**src/rtl/db15_pkg.sv**
```systemverilog
// Shared definitions for the SNAC DB15 two-player serial reader:
// FSM states and the serial/MiSTer bit positions.
package db15_pkg;

  typedef enum logic [2:0] {
    IDLE,
    LOAD,
    SETTLE,
    SHIFT_LO,
    SHIFT_HI,
    COMMIT
  } state_e;

  localparam int PAD_BITS = 12;

  // Order in which the adapter shifts each pad out
  localparam int SB_UP     = 0;
  localparam int SB_DOWN   = 1;
  localparam int SB_LEFT   = 2;
  localparam int SB_RIGHT  = 3;
  localparam int SB_A      = 4;
  localparam int SB_B      = 5;
  localparam int SB_C      = 6;
  localparam int SB_X      = 7;
  localparam int SB_Y      = 8;
  localparam int SB_Z      = 9;
  localparam int SB_START  = 10;
  localparam int SB_SELECT = 11;

  // MiSTer joystick word layout
  localparam int JB_RIGHT  = 0;
  localparam int JB_LEFT   = 1;
  localparam int JB_DOWN   = 2;
  localparam int JB_UP     = 3;
  localparam int JB_A      = 4;
  localparam int JB_START  = 5;
  localparam int JB_SELECT = 6;
  localparam int JB_B      = 7;
  localparam int JB_C      = 8;
  localparam int JB_X      = 9;
  localparam int JB_Y      = 10;
  localparam int JB_Z      = 11;

endpackage

```
**src/rtl/db15_remap.sv**
```systemverilog
// Combinational reorder of one pad's serial vector (pressed=1) into a
// MiSTer joystick word; upper nibble is always zero.
module db15_remap
  import db15_pkg::*;
(
  input  logic [PAD_BITS-1:0] pad_i,
  output logic [15:0]         joy_o
);

  always_comb begin
    joy_o            = '0;
    joy_o[JB_RIGHT]  = pad_i[SB_RIGHT];
    joy_o[JB_LEFT]   = pad_i[SB_LEFT];
    joy_o[JB_DOWN]   = pad_i[SB_DOWN];
    joy_o[JB_UP]     = pad_i[SB_UP];
    joy_o[JB_A]      = pad_i[SB_A];
    joy_o[JB_START]  = pad_i[SB_START];
    joy_o[JB_SELECT] = pad_i[SB_SELECT];
    joy_o[JB_B]      = pad_i[SB_B];
    joy_o[JB_C]      = pad_i[SB_C];
    joy_o[JB_X]      = pad_i[SB_X];
    joy_o[JB_Y]      = pad_i[SB_Y];
    joy_o[JB_Z]      = pad_i[SB_Z];
  end

endmodule

```
**src/rtl/db15_serial_pad.sv**
```systemverilog
// SNAC DB15 two-player reader: scans the adapter shift chain once per frame
// and publishes a pad state only when two consecutive frames agree.
module db15_serial_pad
  import db15_pkg::*;
#(
  parameter int DIV          = 24,
  parameter int GAP_CYCLES   = 4800,
  parameter int BITS_PER_PAD = 12
) (
  input  logic        clk,
  input  logic        reset_n,
  input  logic        enable,
  input  logic        JOY_DATA,
  output logic        JOY_CLK,
  output logic        JOY_LOAD,
  output logic [15:0] joystick1,
  output logic [15:0] joystick2,
  output logic        frame_done
);

  localparam int FRAME_BITS = 2 * BITS_PER_PAD;
  localparam int CNT_MAX    = (DIV > GAP_CYCLES) ? DIV : GAP_CYCLES;
  localparam int CW         = $clog2(CNT_MAX);
  localparam int KW         = $clog2(FRAME_BITS);

  localparam logic [CW-1:0] DIV_LAST = CW'(DIV - 1);
  localparam logic [CW-1:0] GAP_LAST = CW'(GAP_CYCLES - 1);
  localparam logic [KW-1:0] K_LAST   = KW'(FRAME_BITS - 1);

  state_e                state_q, state_d;
  logic [CW-1:0]         cnt_q, cnt_d;
  logic [KW-1:0]         k_q, k_d;
  logic [1:0]            sync_q;
  logic [FRAME_BITS-1:0] frame_q, prev_q;
  logic [15:0]           joy1_q, joy2_q;
  logic [15:0]           joy1_new, joy2_new;
  logic                  sample;

  always_ff @(posedge clk or negedge reset_n) begin
    if (!reset_n) begin
      state_q <= IDLE;
      cnt_q   <= '0;
      k_q     <= '0;
    end else begin
      state_q <= state_d;
      cnt_q   <= cnt_d;
      k_q     <= k_d;
    end
  end

  // Every state restarts its count on entry, so one counter serves all.
  always_comb begin
    state_d = state_q;
    cnt_d   = cnt_q + 1'b1;
    k_d     = k_q;
    case (state_q)
      IDLE:     if (cnt_q == GAP_LAST) begin state_d = LOAD; cnt_d = '0; end
      LOAD:     if (cnt_q == DIV_LAST) begin state_d = SETTLE; cnt_d = '0; end
      SETTLE:   if (cnt_q == DIV_LAST) begin
                  state_d = SHIFT_LO;
                  cnt_d   = '0;
                  k_d     = '0;
                end
      SHIFT_LO: if (cnt_q == DIV_LAST) begin state_d = SHIFT_HI; cnt_d = '0; end
      SHIFT_HI: if (cnt_q == DIV_LAST) begin
                  cnt_d = '0;
                  if (k_q == K_LAST) state_d = COMMIT;
                  else begin
                    k_d     = k_q + 1'b1;
                    state_d = SHIFT_LO;
                  end
                end
      COMMIT:   begin state_d = IDLE; cnt_d = '0; end
      default:  begin state_d = IDLE; cnt_d = '0; end
    endcase
    if (!enable) begin
      state_d = IDLE;
      cnt_d   = '0;
    end
  end

  always_comb begin
    JOY_CLK    = (state_q != SHIFT_LO);
    JOY_LOAD   = (state_q != LOAD);
    frame_done = (state_q == COMMIT) && enable;
  end

  assign sample = (state_q == SHIFT_LO) && (cnt_q == DIV_LAST);

  // Frames are held in pin sense (1 = released) so the reset value of
  // prev_q doubles as "all released".
  always_ff @(posedge clk or negedge reset_n) begin
    if (!reset_n) begin
      sync_q  <= 2'b11;
      frame_q <= '1;
      prev_q  <= '1;
      joy1_q  <= '0;
      joy2_q  <= '0;
    end else begin
      sync_q <= {sync_q[0], JOY_DATA};
      if (!enable) begin
        prev_q <= '1;
        joy1_q <= '0;
        joy2_q <= '0;
      end else begin
        if (sample) frame_q[k_q] <= sync_q[1];
        if (state_q == COMMIT) begin
          if (frame_q == prev_q) begin
            joy1_q <= joy1_new;
            joy2_q <= joy2_new;
          end
          prev_q <= frame_q;
        end
      end
    end
  end

  db15_remap u_remap_p1 (
    .pad_i (~frame_q[PAD_BITS-1:0]),
    .joy_o (joy1_new)
  );

  db15_remap u_remap_p2 (
    .pad_i (~frame_q[BITS_PER_PAD +: PAD_BITS]),
    .joy_o (joy2_new)
  );

  assign joystick1 = joy1_q;
  assign joystick2 = joy2_q;

endmodule

```
**config.mk**
```make
export PLATFORM = sky130hd
export DESIGN_NAME = db15_serial_pad
export DESIGN_NICKNAME = d
export VERILOG_FILES = /design/src/rtl/db15_pkg.sv /design/src/rtl/db15_remap.sv /design/src/rtl/db15_serial_pad.sv
export SDC_FILE = /design/constraint.sdc
export NUM_CORES = 1
export LEC_CHECK = 0
export CAP_MARGIN = 20
export CORE_MARGIN = 8
export CORE_UTILIZATION = 50
export CTS_BUF_LIST = sky130_fd_sc_hd__clkbuf_16
export CTS_CLUSTER_DIAMETER = 60
export DETAILED_ROUTE_END_ITERATION = 8
export DONT_BUFFER_PORTS = 1
export GPL_ROUTABILITY_DRIVEN = 0
export GPL_TIMING_DRIVEN = 0
export PLACE_DENSITY_LB_ADDON = 0.25
export REMOVE_ABC_BUFFERS = 1
export SYNTH_ARGS = -nofsm -noshare
export SYNTH_HDL_FRONTEND = slang
export SYNTH_SLANG_ARGS = --single-unit
```
**constraint.sdc**
```tcl
create_clock -name clk -period 2.08 [get_ports clk]
set_input_delay 0.624 -clock clk [delete_from_list [all_inputs] [get_ports clk]]
set_output_delay 0.624 -clock clk [all_outputs]
set_load 0.03 [all_outputs]
```
After elaboration in Yosys (flattened, before gate mapping)
Index checks and enable logic that the tools add are counted.

word-level totals
  bits in registers = 103
  output and inout port bits = 35

operators by class
  add/subtract/negate cells = 2
  order comparisons = 2
  equality and inequality tests = 21
  muxes and demuxes = 27
  bitwise operators = 2
  reduce and logical (&&, ||, !) cells = 10

operator list
  kind                     count
  $mux W16                 6
  $mux W24                 2
  $mux W13                 3
  $pmux W13 S2             1
  $bwmux W24               1
  $eq A24 B24 Y1           1
  $not A12 Y12             2
  $mux W3                  7
  $mux W5                  3
  $ne A3 B3 Y1 const B     5
  $pmux W3 S5              1
  $add A13 B1 Y13 const B  1
  $eq A13 B13 Y1 const B   1
  $eq A13 B5 Y1 const B    1
  $pmux W5 S2              1
  $eq A3 B2 Y1 const B     2
  $eq A3 B3 Y1 const B     2
  $lt A5 B6 Y1 const B     1
  $ne A2 B2 Y1 const B     3
  $add A5 B1 Y5 const B    1
  $demux W1 S5             1
  $eq A5 B5 Y1 const B     1
  $ge A5 B1 Y1 const B     1
  $reduce_and A5 Y1        1
  other kinds (11)         15

Depth between registers and ports, before layout
  depth in word-level cells = 5
  gate-level depth with buffers = 7

Hierarchy
A second synthesis with hierarchy kept.

unflattened totals
  cells, all modules = 543
  area, all modules = 5230.0 sq um

modules (own cells, without submodules)
  module           instances  cells each  area an instance (sq um)  sequential area each (sq um)
  db15_serial_pad  1          509         4982.3                    2640.0
  db15_remap       2          17          123.9                     0.0

Least setup slack after synthesis
OpenSTA, ideal clock, no wires.

  kind = in2out
  start point = in enable
  end point = out frame_done
  arrival time = 1.770 ns
  data required time = 1.456 ns
  path slack = -0.314 ns
  cell stages on the path = 4
  buffers on the path = 2
  cells stage by stage = clkbuf_1 clkinv_1 clkbuf_1 nor2_1

between the ends
  cells in the longest elaborated chain, start to end = 1

ends and longest elaborated chain
  what                 line                   source
  start: declaration   db15_serial_pad.sv:12  input logic enable,
  $logic_and A1 B1 Y1  db15_serial_pad.sv:85  frame_done = (state_q == COMMIT) && enable;
  end: declaration     db15_serial_pad.sv:18  output logic frame_done

No other way between the ends.

Final worst setup path
  start point = reg frame_q[0]
  end point = reg joy1_q[1] (netlist: joystick1[1])

between the ends
  cells in the longest elaborated chain, start to end = 3

ends and longest elaborated chain
  what                                line                    source
  start: declaration                  db15_serial_pad.sv:34   logic [FRAME_BITS-1:0] frame_q, prev_q;
  start signal: indexed assignment    db15_serial_pad.sv:106  if (sample) frame_q[k_q] <= sync_q[1];
  $eq A24 B24 Y1                      db15_serial_pad.sv:108  if (frame_q == prev_q) begin
  $ne A2 B1 Y1 (no source line)       n/a
  $reduce_and A2 Y1 (no source line)  n/a
  end signal: assignment              db15_serial_pad.sv:109  joy1_q <= joy1_new;
  end: declaration                    db15_serial_pad.sv:35   logic [15:0] joy1_q, joy2_q;

No other way between the ends.
A chain may end at the register's enable or synchronous reset.

==> impl_metrics.toml <==
[run_status]
outcome = "finished, violations left"
violations = "setup timing"

[final_layout]
n_antenna_cell = 0
most-common-layout-cells = "61 x nand2_1, 50 x dfstp_2, 42 x dfrtp_1, 32 x nand3_1, 29 x xor2_1"
layout_commonest_cell = "nand2_1"
area_growth_pct = 19.1
drive_gt1_share_pct = 36.8
fin_nets = 501

[power]
worst_ir_drop_vdd_mv = 0.528
power_density_nw_per_um2 = 636
leakage_nw = 2.46

[worst_setup_path]
cp_data_required_time_ns = 2.33
arrival_ns = 2.39
r2r_slack_ns = -0.06
critPathLaunchType = "flip-flop"
crit_type = "flip-flop to flip-flop"
cp_max_fo = 5
end_kind = "flip-flop"

[global_routing]
grt-ovfl-total = 0
grt_pass1_wl_um = 18100
grt_max_degree = 52
antenna_found_initial = 0
grt_pass1_vias = 3468
grt_usage_pct = 17.7

[clock_tree]
insertion_delay_ns = 0.34
clkTransAtPathRegs_ns = 0.07
root_buffer = "clkbuf_16"
htree_levels = 3
cts_buffer_depth = 2
cts_buffers = 9
tritoncts = "done"
clkSinkCount = 95

[floorplan]
start_util_pct = 51.6
die_w_um = 114
dieArea_um2 = 12900
die_h_um = 114
coreArea_um2 = 9240
rows = 35
ios = 39

[yosys]
yosysSeqAreaShare_pct = 51.2
ys_ff_latch = 95
synth_area_leaders = "dfstp_2 28%, dfrtp_1 24%, nand2_1 6.8%, xor2_1 5.5%, mux2_4 5.0%"
synth.largest_area_cell = "dfstp_2"
synth_xor_area_share_pct = 6.43
synth_top_family_by_area = "simple AND/OR/NAND/NOR gates"
synth_compound_gate_area_share_pct = 7.24
synthSimpleGateAreaFrac_pct = 21.8
yosys.area_share.adder_pct = 1.31
synthCells = 481
yosys-mux-area-fraction_pct = 7.35
yosysWarnings = 0
ys_types = 42
netlist_area_um2 = 4770
syn_avg_cell_area_um2 = 9.91
synth_top_area_share_pct = 27.6

[sta]
fin_ws_ns = -0.0557
max_freq_mhz = 468
fin_crit_ns = 2.14
rsz0062_at_grt = "true"
drv_slew = 0
max_slew_margin_pct = 31.5
worst_slew_pin_slew_ns = 1.02
setup_viol = 18
fin_skew_ns = 0.0114
hold_viol = 0
period_share_pct = 103
hold-worst-slack_ns = 0.135

[route]
ant_nets = 0
viasPerCell = 5.54
routed_wl_um = 11400
drc = 0
wl_per_cell_um = 18.2
drt_first_iter_violations = 228
vias = 3467
first_pass_iters = 4

[job]
max_cap_violations = 0

[worst_hold_path]
hp-class = "primary input to asynchronous set/reset pin"

[place]
pre_cts_ws_ns = -1.35
hpwl_um = 6150
io_buffers = 0
-- report_power, final --
part	total (mW)	switching (mW)	internal [mW]
combinational	0.0694	0.0559	0.0135
sequential	1.87	0.0122	1.86
clock	1.67	0.731	0.937
-- state kept, by name, indices dropped and copies added, names as in the netlist --
register	flops
state_q	3
k_q	5
prev_q	24
joystick1	12
joystick2	12
sync_q	2
frame_q	24
cnt_q	13
-- cell usage after synthesis (all sizes together) --
| cell type | number |
|---|---|
| ha | 5 |
| and3b | 3 |
| xor2 | 30 |
| buf | 14 |
| dfrtp | 45 |
| nand3b | 2 |
| nor3b | 5 |
| nand4b | 2 |
| nor4 | 8 |
| dfstp | 50 |
| inv | 4 |
| xnor2 | 5 |
| and3 | 4 |
| nor2b | 2 |
| a21oi | 26 |
| nor3 | 5 |
| o21ai | 34 |
| nor2 | 21 |
| o21a | 1 |
| or4 | 1 |
| a21o | 1 |
| or3b | 1 |
| clkbuf | 27 |
| nand4 | 2 |
| o31ai | 3 |
| a22oi | 1 |
| nand4bb | 1 |
| mux2 | 24 |
| or4b | 1 |
| conb | 1 |
| nand2 | 86 |
| or3 | 24 |
| mux2i | 2 |
| and2 | 6 |
| clkinv | 1 |
| nand3 | 33 |
-- worst paths after layout --
check,from,cells past startpoint,to
max,frame_q[0],7,joystick1[1]
min,reset_n,0,prev_q[5]
max reg2reg,frame_q[0],7,joystick1[1]
min reg2reg,sync_q[0],0,sync_q[1]
max in group asynchronous,reset_n,1,state_q[1]
min in group clk,JOY_DATA,0,sync_q[0]
-- layer usage --
layer | part of all wire [%] | GRT usage, % | vias up | routed length (um)
met4 | 0.92 | 6.57 | 0 | 105
met2 | 50 | 28.6 | 64 | 5670
li1 | - | - | 1642 | -
met3 | 3.5 | 2.96 | 8 | 395
met1 | 46 | 23.4 | 1753 | 5230
met5 | 0 | 0 | - | 0
-- cells by family (layout without fill, tap and decap cells) --
kind of cell	after synthesis	count (layout)
simple gates	207	210
compound gates	66	66
mux	26	26
fa+ha+maj	5	5
xor+xnor	35	35
other cells	1	8
flops	95	95
buf+inv	46	52
-- final cells by class --
class / instances / area [um^2]
fill: 764 / 3560
sequential: 95 / 2440
multi-input combinational: 350 / 2430
timing repair buffer: 31 / 325
clock buffer: 9 / 225
tap: 129 / 161
clock inverter: 7 / 72.6
inverter: 5 / 20.0
-- worst max-delay path: stages, from the launching register on --
cell,delay [ns]
dfstp_2,0.58
xor2_2,0.10
nor4_4,0.34
nand4_1,0.23
buf_8,0.20
buf_6,0.12
or3_4,0.33
a21oi_2,0.15
-- per-stage QoR --
stage	total power, mW	instance area, um^2	cells	TNS (ns)	utilization (%)
2_1_floorplan	1.94	4590	447	-19.64	-
3_3_place_gp	1.94	4760	576	-58.11	51.5
3_5_place_dp	1.95	4810	579	-32.61	52.1
4_1_cts	3.64	5430	616	-1.24	58.8
5_1_grt	3.73	5680	626	-4.25	61.5
6_report	3.61	5680	626	-0.454	61.5
-- what timing repair did --
item	in CTS	in global routing
buffers inserted	16	9
cloned	4	1
resized for setup	34	55
hold buffers	1	0
hold endpoints to repair	45	0
pin swaps	31	12
setup endpoints to repair	62	69
Power figures use the tool's default switching activity.
